--- config.mk ---
export PLATFORM = sky130hd
export DESIGN_NAME = imem_loader
export DESIGN_NICKNAME = d
export VERILOG_FILES = /design/src/rtl/imem_loader.sv
export SDC_FILE = /design/constraint.sdc
export NUM_CORES = 1
export LEC_CHECK = 0
export ABC_AREA = 0
export CORE_MARGIN = 2
export CORE_UTILIZATION = 55
export CTS_BUF_LIST = sky130_fd_sc_hd__clkbuf_2
export DETAILED_ROUTE_END_ITERATION = 8
export PLACE_DENSITY = 0.86
export SLEW_MARGIN = 20
export SYNTH_ARGS = -nofsm -noshare
export SYNTH_HDL_FRONTEND = slang
export SYNTH_SLANG_ARGS = --single-unit
--- constraint.sdc ---
create_clock -name clk_i -period 3.1 [get_ports clk_i]
set_clock_uncertainty 0.15 [all_clocks]
set_input_delay 0.775 -clock clk_i [delete_from_list [all_inputs] [get_ports clk_i]]
set_output_delay 0.775 -clock clk_i [all_outputs]
set_load 0.03 [all_outputs]
--- src/rtl/imem_loader.sv ---
`default_nettype none
// ============================================================================
// Module   : imem_loader
// Purpose  : Assembles little-endian UART bytes into 32-bit words and writes
//            them to consecutive instruction-memory addresses until ECALL.
// Revision : 1.0 - initial release
// ============================================================================
module imem_loader #(
  parameter int ADDR_WIDTH = 10
) (
  input  logic                  clk_i,
  input  logic                  rst_i,
  input  logic                  start_i,
  input  logic                  rx_valid_i,
  input  logic [7:0]            rx_byte_i,
  output logic                  imem_we_o,
  output logic [ADDR_WIDTH-1:0] imem_addr_o,
  output logic [31:0]           imem_wdata_o,
  output logic                  busy_o,
  output logic                  done_o,
  output logic                  overflow_err_o,
  output logic [ADDR_WIDTH:0]   word_count_o
);

  localparam int                  MAX_WORDS = 2 ** ADDR_WIDTH;
  localparam logic [ADDR_WIDTH-1:0] LAST_ADDR = ADDR_WIDTH'(MAX_WORDS - 1);
  localparam logic [31:0]         ECALL     = 32'h0000_0073;

  typedef enum logic [2:0] {
    S_IDLE  = 3'd0,
    S_LOAD  = 3'd1,
    S_WRITE = 3'd2,
    S_DONE  = 3'd3,
    S_ERROR = 3'd4
  } state_t;

  state_t                state_q, state_d;
  logic [1:0]            byte_idx_q, byte_idx_d;
  logic [ADDR_WIDTH-1:0] addr_q, addr_d;
  logic [31:0]           word_buf_q, word_buf_d;
  logic [ADDR_WIDTH:0]   count_q, count_d;
  logic                  we_q, busy_q, done_q, err_q;

  always_comb begin
    state_d    = state_q;
    byte_idx_d = byte_idx_q;
    addr_d     = addr_q;
    word_buf_d = word_buf_q;
    count_d    = count_q;
    case (state_q)
      S_IDLE, S_DONE, S_ERROR: begin
        if (start_i) begin
          state_d    = S_LOAD;
          byte_idx_d = 2'd0;
          addr_d     = '0;
          count_d    = '0;
        end
      end
      S_LOAD: begin
        if (rx_valid_i) begin
          word_buf_d[{byte_idx_q, 3'b000} +: 8] = rx_byte_i;
          byte_idx_d = byte_idx_q + 2'd1;
          if (byte_idx_q == 2'd3) begin
            state_d = S_WRITE;
          end
        end
      end
      S_WRITE: begin
        count_d = count_q + (ADDR_WIDTH + 1)'(1);
        if (word_buf_q == ECALL) begin
          state_d = S_DONE;
        end else if (addr_q == LAST_ADDR) begin
          state_d = S_ERROR;
        end else begin
          addr_d  = addr_q + ADDR_WIDTH'(1);
          state_d = S_LOAD;
          // A byte arriving alongside the write starts the next word.
          if (rx_valid_i) begin
            word_buf_d[7:0] = rx_byte_i;
            byte_idx_d      = 2'd1;
          end
        end
      end
      default: state_d = S_IDLE;
    endcase
  end

  // Status outputs are registered from the next state so they align with it.
  always_ff @(posedge clk_i) begin
    if (rst_i) begin
      state_q    <= S_IDLE;
      byte_idx_q <= 2'd0;
      addr_q     <= '0;
      word_buf_q <= '0;
      count_q    <= '0;
      we_q       <= 1'b0;
      busy_q     <= 1'b0;
      done_q     <= 1'b0;
      err_q      <= 1'b0;
    end else begin
      state_q    <= state_d;
      byte_idx_q <= byte_idx_d;
      addr_q     <= addr_d;
      word_buf_q <= word_buf_d;
      count_q    <= count_d;
      we_q       <= (state_d == S_WRITE);
      busy_q     <= (state_d == S_LOAD) || (state_d == S_WRITE);
      done_q     <= (state_d == S_DONE);
      err_q      <= (state_d == S_ERROR);
    end
  end

  assign imem_we_o      = we_q;
  assign imem_addr_o    = addr_q;
  assign imem_wdata_o   = word_buf_q;
  assign busy_o         = busy_q;
  assign done_o         = done_q;
  assign overflow_err_o = err_q;
  assign word_count_o   = count_q;

endmodule
`default_nettype wire
# ---- Yosys cells after proc, flatten, opt, wreduce, memory -nomap -nowiden
# Index checks and enable logic that the tools add are counted.
dict set report op_classes {
  n_addsub 4
  mul 0
  div 0
  magnitude_cmp 0
  eq_ne 16
  shift 2
  n_mux 24
  bitwise_logic 0
  n_reduce_logical 11
}
# cell count
set ops {}
lappend ops {{bitwise mux 32 bit} 1}
lappend ops {{== test 32 x 7 -> 1 bit, second input constant} 1}
lappend ops {{two-way mux 8 bit} 4}
lappend ops {{variable shift 8 x 7 -> 32 bit, first input constant} 1}
lappend ops {{indexed part select 8 x 7 -> 32 bit} 1}
lappend ops {{two-way mux 10 bit} 3}
lappend ops {{case mux 11 bit (2 select lines)} 1}
lappend ops {{case mux 10 bit (2 select lines)} 1}
lappend ops {{case mux 8 bit (2 select lines)} 1}
lappend ops {{two-way mux 3 bit} 5}
lappend ops {{== test 3 x 2 -> 1 bit, second input constant} 4}
lappend ops {{adder 11 x 1 -> 11 bit, second input constant} 1}
lappend ops {{two-way mux 11 bit} 1}
lappend ops {{adder 10 x 1 -> 10 bit, second input constant} 1}
lappend ops {{== test 10 bit, second input constant} 1}
lappend ops {{two-way mux 2 bit} 5}
lappend ops {{!= test 2 bit, second input constant} 5}
lappend ops {{case mux 3 bit (3 select lines)} 1}
lappend ops {{negation 5 -> 7 bit} 1}
lappend ops {{== test 3 x 1 -> 1 bit, second input constant} 2}
lappend ops {{== test 3 bit, second input constant} 2}
lappend ops {{case mux 2 bit (3 select lines)} 1}
lappend ops {{AND reduction 6 bit} 1}
lappend ops {{AND reduction 5 bit} 1}
lappend ops {{9 further kinds} 11}
dict set report word_totals {
  reg_bits 62
  latchBits 0
  ramBits 0
  romBits 0
  inputBits 12
  output_inout_bits 57
  word_cells 67
  mem_count 0
}

# ---- Logic depth before layout (Yosys ltp)
# Gate-level depths: netlist (run 1).
dict set report depth {
  word_depth 6
  ltp_mapped 7
  ltp_nobuf 7
}

# ---- Worst setup path after synthesis (run 1)
# OpenSTA, ideal clock, no wires.
dict set report synth_path {
  path_type {register to register}
  startpoint {register addr_q[1] (netlist: imem_addr_o[1])}
  endpoint {register byte_idx_q[0]}
  setup_time_ps 122
  arrival_ps 1889
  required_time_ps 2828
  setup_slack_ps 938
  path_stages_with_launch 7
  path_buffers 0
  period_less_slack_ps 2162
  path_cell_list {dfxtp_1 ha_1 and3_1 nand3_1 o211ai_1 mux2_2 a311o_1}
}
dict set report synth_between {
  elab_chain_len 3
}
# item line
set synth_lines {}
lappend synth_lines {{start, declared} 39} ;# logic [ADDR_WIDTH-1:0] addr_q, addr_d;
lappend synth_lines {{start signal, assigned} 103} ;# addr_q <= addr_d;
lappend synth_lines {{== test 10 bit} 72} ;# end else if (addr_q == LAST_ADDR) begin
lappend synth_lines {{!= test 2 bit (no source line)} --}
lappend synth_lines {{AND reduction 6 bit (no source line)} --}
lappend synth_lines {{end signal, assigned} 102} ;# byte_idx_q <= byte_idx_d;
lappend synth_lines {{end, declared} 38} ;# logic [1:0] byte_idx_q, byte_idx_d;
# No other way between the ends.
# A chain may end at the register's enable or synchronous reset.

# ---- Worst setup path in the final report (run 1)
dict set report layout_path {
  startpoint {register count_q[6] (netlist: word_count_o[6])}
  endpoint {output word_count_o[6]}
}
# item line
set layout_rtl {}
lappend layout_rtl {{start, declared} 41} ;# logic [ADDR_WIDTH:0] count_q, count_d;
lappend layout_rtl {{start signal, assigned} 105} ;# count_q <= count_d;
lappend layout_rtl {{end, declared} 22} ;# output logic [ADDR_WIDTH:0] word_count_o
# No word-level cell between the ends.

==> results of run 1 <==
## metal layers
layer / vias up / global-route usage [%] / wire length (um)
li1: 1431 / - / -
met2: 121 / 42.5 / 3660
met1: 1340 / 33.5 / 3380
met4: 0 / 10.4 / 125
met3: 17 / 6.47 / 551
met5: - / 0 / 0
## path summary, 6_finish.rpt
check	slack (ns)	startpoint	endpoint
worst max register to register	0.82	byte_idx_q[0]$_SDFFE_PP0P_	imem_wdata_o[12]$_SDFFE_PP0P_
worst max-delay path	0.48	word_count_o[6]$_SDFFE_PP0P_	word_count_o[6]
worst min-delay path	0.33	imem_wdata_o[1]$_SDFFE_PP0P_	imem_wdata_o[1]$_SDFFE_PP0P_
worst min register to register	0.33	imem_wdata_o[1]$_SDFFE_PP0P_	imem_wdata_o[1]$_SDFFE_PP0P_
## cells in the mapped netlist, types with 6 or more instances
master / n / area share [%]
nor3_1: 6 / 1.0
or3_1: 8 / 1.7
nand2_1: 62 / 7.9
and2_1: 6 / 1.3
ha_1: 7 / 3.0
clkbuf_1: 10 / 1.3
inv_1: 7 / 0.90
a21oi_1: 40 / 6.8
nor2_1: 15 / 1.9
o21ai_0: 20 / 3.4
nand3_1: 34 / 5.8
mux2i_1: 12 / 4.1
nor4_1: 8 / 1.7
nand4_1: 8 / 1.7
dfxtp_1: 62 / 42
## power by group through the flow
stage	clock [mW]	combinational, mW	sequential, mW
final	0.563	0.133	0.817
after global routing	0.604	0.144	0.819
after CTS	0.562	0.130	0.816
after detailed placement	0	0.130	0.833
after global placement	0	0.127	0.833
after floorplan	0	0.0725	0.840
## tightest hold or removal path, stage by stage (launching register included)
cell,delay [ns]
dfxtp_1,0.35
nand2_1,0.06
mux2i_1,0.05
## flip-flops by register name (all words and copies together), names as in the netlist
| register | count |
|---|---|
| imem_we_o | 1 |
| word_count_o | 11 |
| imem_addr_o | 10 |
| byte_idx_q | 2 |
| done_o | 1 |
| state_q | 3 |
| imem_wdata_o | 32 |
| overflow_err_o | 1 |
| busy_o | 1 |
## kinds of logic after synthesis
group	count (synthesis)	share of synthesized area, %
adders and majority gates	7	2.99
xor gates and xnor gates	2	0.598
DFF	62	42.4
buffers and inverters	23	3.25
and+or+nand+nor	174	30.4
AOI/OAI and AO/OA	81	16.0
muxes	13	4.48
## per-stage QoR
stage / worst slack, ns / utilization, % / area, um^2 / instances / power (mW)
final: 0.483 / 73.3 / 3770 / 501 / 1.51
after detailed placement: 0.469 / 70.8 / 3640 / 485 / 0.963
after global routing: 0.398 / 73.3 / 3770 / 501 / 1.57
after global placement: 0.531 / 70.8 / 3640 / 485 / 0.960
after CTS: 0.472 / 73.3 / 3770 / 501 / 1.51
after floorplan: 0.938 / - / 2930 / 362 / 0.912
## layout make-up
class	instances	area [um^2]
inverters	7	26.3
fillers	423	1370
multi-input cells	277	1590
well taps	70	87.6
flip-flops and latches	62	1240
repair buffers	69	688
clock buffers	11	55.1
clock inverters	5	73.8
==> results.md, run 1 <==
- Via count: 2909
- Clk_lat worst skew: 0.49 ns
- Yosys cell types: 48
- Post-Syn Instances: 362
- CTS root buffer: clkbuf_2
- Clock group share of total power: 37.2%
- Global-route wire length before repair: 12400 um
- Port bufs: 68
- WS Path Type: flip-flop to output port
- Most common cell after layout, fill and taps aside: clkdlybuf4s50_1
- Sw Ratio: 25.6%
- Fin. max-slew vios: 0
- CP Data Required Time: 2.17 ns
- Grt ovf: 0
- DR vias/cell: 5.81
- CP Depth: 1
- Drt first-iter violations: 243
- Final Hold Viols: 0
- # rows: 26
- First-pass DRT Iterations: 7
- Remaining DRCs: 0
- Largest net degree at the start of global routing: 43
- Hold WS: 0.333 ns
- RSZ-0062 raised after global routing: no
- Worst path top cell family by delay: buffers and inverters
- Antenna Cells: 0
- Final setup violation count: 0
- Clock sinks: 62
- Int Pwr: 1.13 mW
- Syn. warnings: 0
- Post-synth EDFFs: 0
- WP buf/inv: 1
- DP HPWL: 5300 um
- Fin crit share: 84.4%
- CTS tree: done
- Nets: 445
- Die height: 77.0 um
- Post-Syn Area: 2930 um^2
- Worst Tran Pin Value: 0.881 ns
- Synth Register Bits: 62
- Min-delay worst type: flip-flop to flip-flop
- Max_cap viols: 0
- CP Launch Type: flip-flop
- Slowest stage delay, CP: 0.72 ns
- Minimum clock period: 2.62 ns
- Worst EP arrival: 1.69 ns
- Starting Density: 57.0%
- Leakage: 1.31 nW
- WL/cell: 15.4 um
- Core area: 5140 um^2
- Share of cells above drive strength 1: 6.26%
- # H-tree levels: 3
- Post-synth ARST share: 0%
- TritonCTS Buffers: 9
- Post-DRT Antenna Nets: 0
- Hold_buf cts: 0
- Post-synth top flop: dfxtp_1
- Vias in the first global route: 2654
- Gpl congestion: 0.812
- Cells along the critical path: clkdlybuf4s50_1
- Status: finished, final reports clean
- Register share of total power: 54.0%
- CP endpoint kind: output port
- Syn_nets: 381
- Hold path cells: 2
- Sw power: 0.387 mW
- Sequential area share after synthesis: 42.4%
- Peak supply drop: 0.333 mV
- Reg2reg path depth: 6
- Die ar.: 5930 um^2
- Initial antenna violation count: 0
- Post-CTS Resized: 0
- Ports: 69
- Setup TNS: 0 ns
- Die W: 77.0 um
- Slew HR: 40.8%
- GRT Util Overall: 26.2%
- Avg Cell Area, Syn: 8.09 um^2
- CP Max Fanout: 8
- Most frequent cells in the layout: clkdlybuf4s50_1 (68), nand2_1 (62), dfxtp_1 (62)
- CP max stage cell: clkdlybuf4s50_1
- Comb power frac: 8.8%
- CTS Buffer Depth: 2
- Fmax: 0.382 GHz
- Area growth syn-to-layout: 28.5%
- PwrDens: 402 nW/um^2
- Worst-path clk slew: 0.16 ns
- Routed wire length: 7720 um
- Post-CTS Setup Bufs: 0
(Power assumes the default switching activity.)
==> inputs of run 2 (changes only) <==
- CORE_UTILIZATION: 55 -> 46
- PLACE_DENSITY: 0.86 -> 0.77
- clock period: 3.1 -> 2.34 ns (I/O delays scaled with it)
==> run 2 against run 1 <==
Against the previous run: register-to-register slack worse by 0.69 ns; power increased by 33%; global-route usage shrank 3.5 points; sequential power is 32% higher; first-iteration DRC count shrank 30%; non-clock buffer count is 12 higher; critical path depth is the same; largest cell class unchanged.
==> results.md, run 2 (same netlist as run 1, synthesis figures left out) <==
- Drt first-iter violations: 171
- Comb power frac: 9.3%
- Grt ovf: 0
- CTS root buffer: clkbuf_2
- Largest net degree at the start of global routing: 20
- Dpl ws: -0.00104 ns
- CP Data Required Time: 1.60 ns
- Most frequent cells in the layout: nand2_1 (62), dfxtp_1 (62), a21oi_1 (39)
- Max_cap viols: 0
- Final setup violation count: 0
- Global-route wire length before repair: 12900 um
- Die height: 83.8 um
- Area growth syn-to-layout: 33.2%
- Remaining DRCs: 0
- Register share of total power: 53.7%
- Worst Tran Pin Value: 0.578 ns
- First-pass DRT Iterations: 4
- Hold_buf cts: 0
- CP Launch Type: flip-flop
- Peak supply drop: 0.287 mV
- Setup TNS: 0 ns
- Min-delay worst type: flip-flop to flip-flop
- TritonCTS Buffers: 9
- Post-DRT Antenna Nets: 0
- Gpl congestion: 0.814
- Dpl cells: 504
- Clock sinks: 62
- Vias in the first global route: 2745
- WS Path Type: flip-flop to output port
- Worst EP arrival: 1.51 ns
- RSZ-0062 raised after global routing: no
- Slew HR: 61.3%
- Leakage: 1.98 nW
- Fin cells: 520
- Ports: 69
- DR vias/cell: 5.61
- Routed wire length: 7840 um
- Dpl cell area: 3750 um^2
- Initial antenna violation count: 0
- Slowest stage delay, CP: 0.66 ns
- DP HPWL: 5550 um
- GRT Util Overall: 22.7%
- Share of cells above drive strength 1: 9.03%
- Total Power: 2.01 mW
- Worst-path clk slew: 0.17 ns
- # rows: 29
- Cells along the critical path: clkdlybuf4s50_1
- Clk_lat worst skew: 0.52 ns
- WL/cell: 15.1 um
- CP max stage cell: clkdlybuf4s50_1
- Clock group share of total power: 37.0%
- Worst path top cell family by delay: buffers and inverters
- Starting Density: 47.0%
- Die ar.: 7020 um^2
- # H-tree levels: 3
- Max FFs per register: 32
- Minimum clock period: 2.24 ns
- CTS Buffer Depth: 2
- Post-route cell area: 3900 um^2
- Sw power: 0.515 mW
- PwrDens: 516 nW/um^2
- Fin crit share: 95.8%
- CP endpoint kind: output port
- Sw Ratio: 25.6%
- Util after Layout: 62.5%
- Fmax: 0.446 GHz
- CTS tree: done
- Fin. max-slew vios: 0
- Nets: 457
- Int Pwr: 1.50 mW
- Via count: 2919
- Final Hold Viols: 0
- Core area: 6240 um^2
- Antenna Cells: 0
- Hold WS: 0.328 ns
- Final worst slack: 0.0989 ns
- Status: finished, final reports clean
- WP buf/inv: 1
- Die W: 83.8 um
- CP Max Fanout: 1
- Port bufs: 68
==> run 2: cell count changes in the layout (fill, tap and decap cells not counted), sizes merged <==
cell,change
buf,+12
clkdlybuf4s50,-55
dlygate4sd2,+31
dlymetal6s2s,+24
==> run 2: path summary, 6_finish.rpt <==
| kind | startpoint | to | slack (ns) | cells past startpoint |
|---|---|---|---|---|
| min reg2reg | imem_wdata_o[28]$_SDFFE_PP0P_ | imem_wdata_o[28]$_SDFFE_PP0P_ | 0.33 | 2 |
| max reg2reg | imem_wdata_o[16]$_SDFFE_PP0P_ | byte_idx_q[0]$_SDFFE_PP0P_ | 0.13 | 5 |
| max | busy_o$_SDFF_PP0_ | busy_o | 0.1 | 1 |
| min | imem_wdata_o[28]$_SDFFE_PP0P_ | imem_wdata_o[28]$_SDFFE_PP0P_ | 0.33 | 2 |
==> run 2: timing repair <==
item	CTS	global route
hold endpoints to repair	0	0
setup buffers	0	0
setup endpoints to repair	31	30
gates resized for setup	31	25
cloned	0	0
pin swaps	0	1
==> run 2: area by class of cell <==
type | instances | area, um^2
Sequential cell | 62 | 1240
Timing Repair Buffer | 81 | 812
Clock buffer | 11 | 55.1
Fill cell | 574 | 2340
Clock inverter | 5 | 73.8
Tap cell | 77 | 96.3
Inverter | 7 | 26.3
Multi-Input combinational cell | 277 | 1600
==> run 2: metal layers <==
layer	global-route usage, %	vias to the layer above	share of wire (%)
li1	-	1456	-
met3	5.34	13	5.4
met2	34.5	84	47
met1	30.6	1366	46
met4	9.97	0	1.8
met5	0	-	0
==> run 2: worst min-delay path: stages (launching register included) <==
cell and delay, ns:
dfxtp_1 0.35, nand2_1 0.05, a21oi_1 0.05
==> run 2: power groups by stage <==
| stage | registers (mW) | clock network, mW | logic (mW) |
|---|---|---|---|
| 6_report | 1.08 | 0.745 | 0.188 |
| 5_1_grt | 1.09 | 0.808 | 0.202 |
| 4_1_cts | 1.08 | 0.752 | 0.184 |
| 3_5_place_dp | 1.10 | 0 | 0.184 |
| 3_3_place_gp | 1.10 | 0 | 0.181 |
| 2_1_floorplan | 1.11 | 0 | 0.0960 |
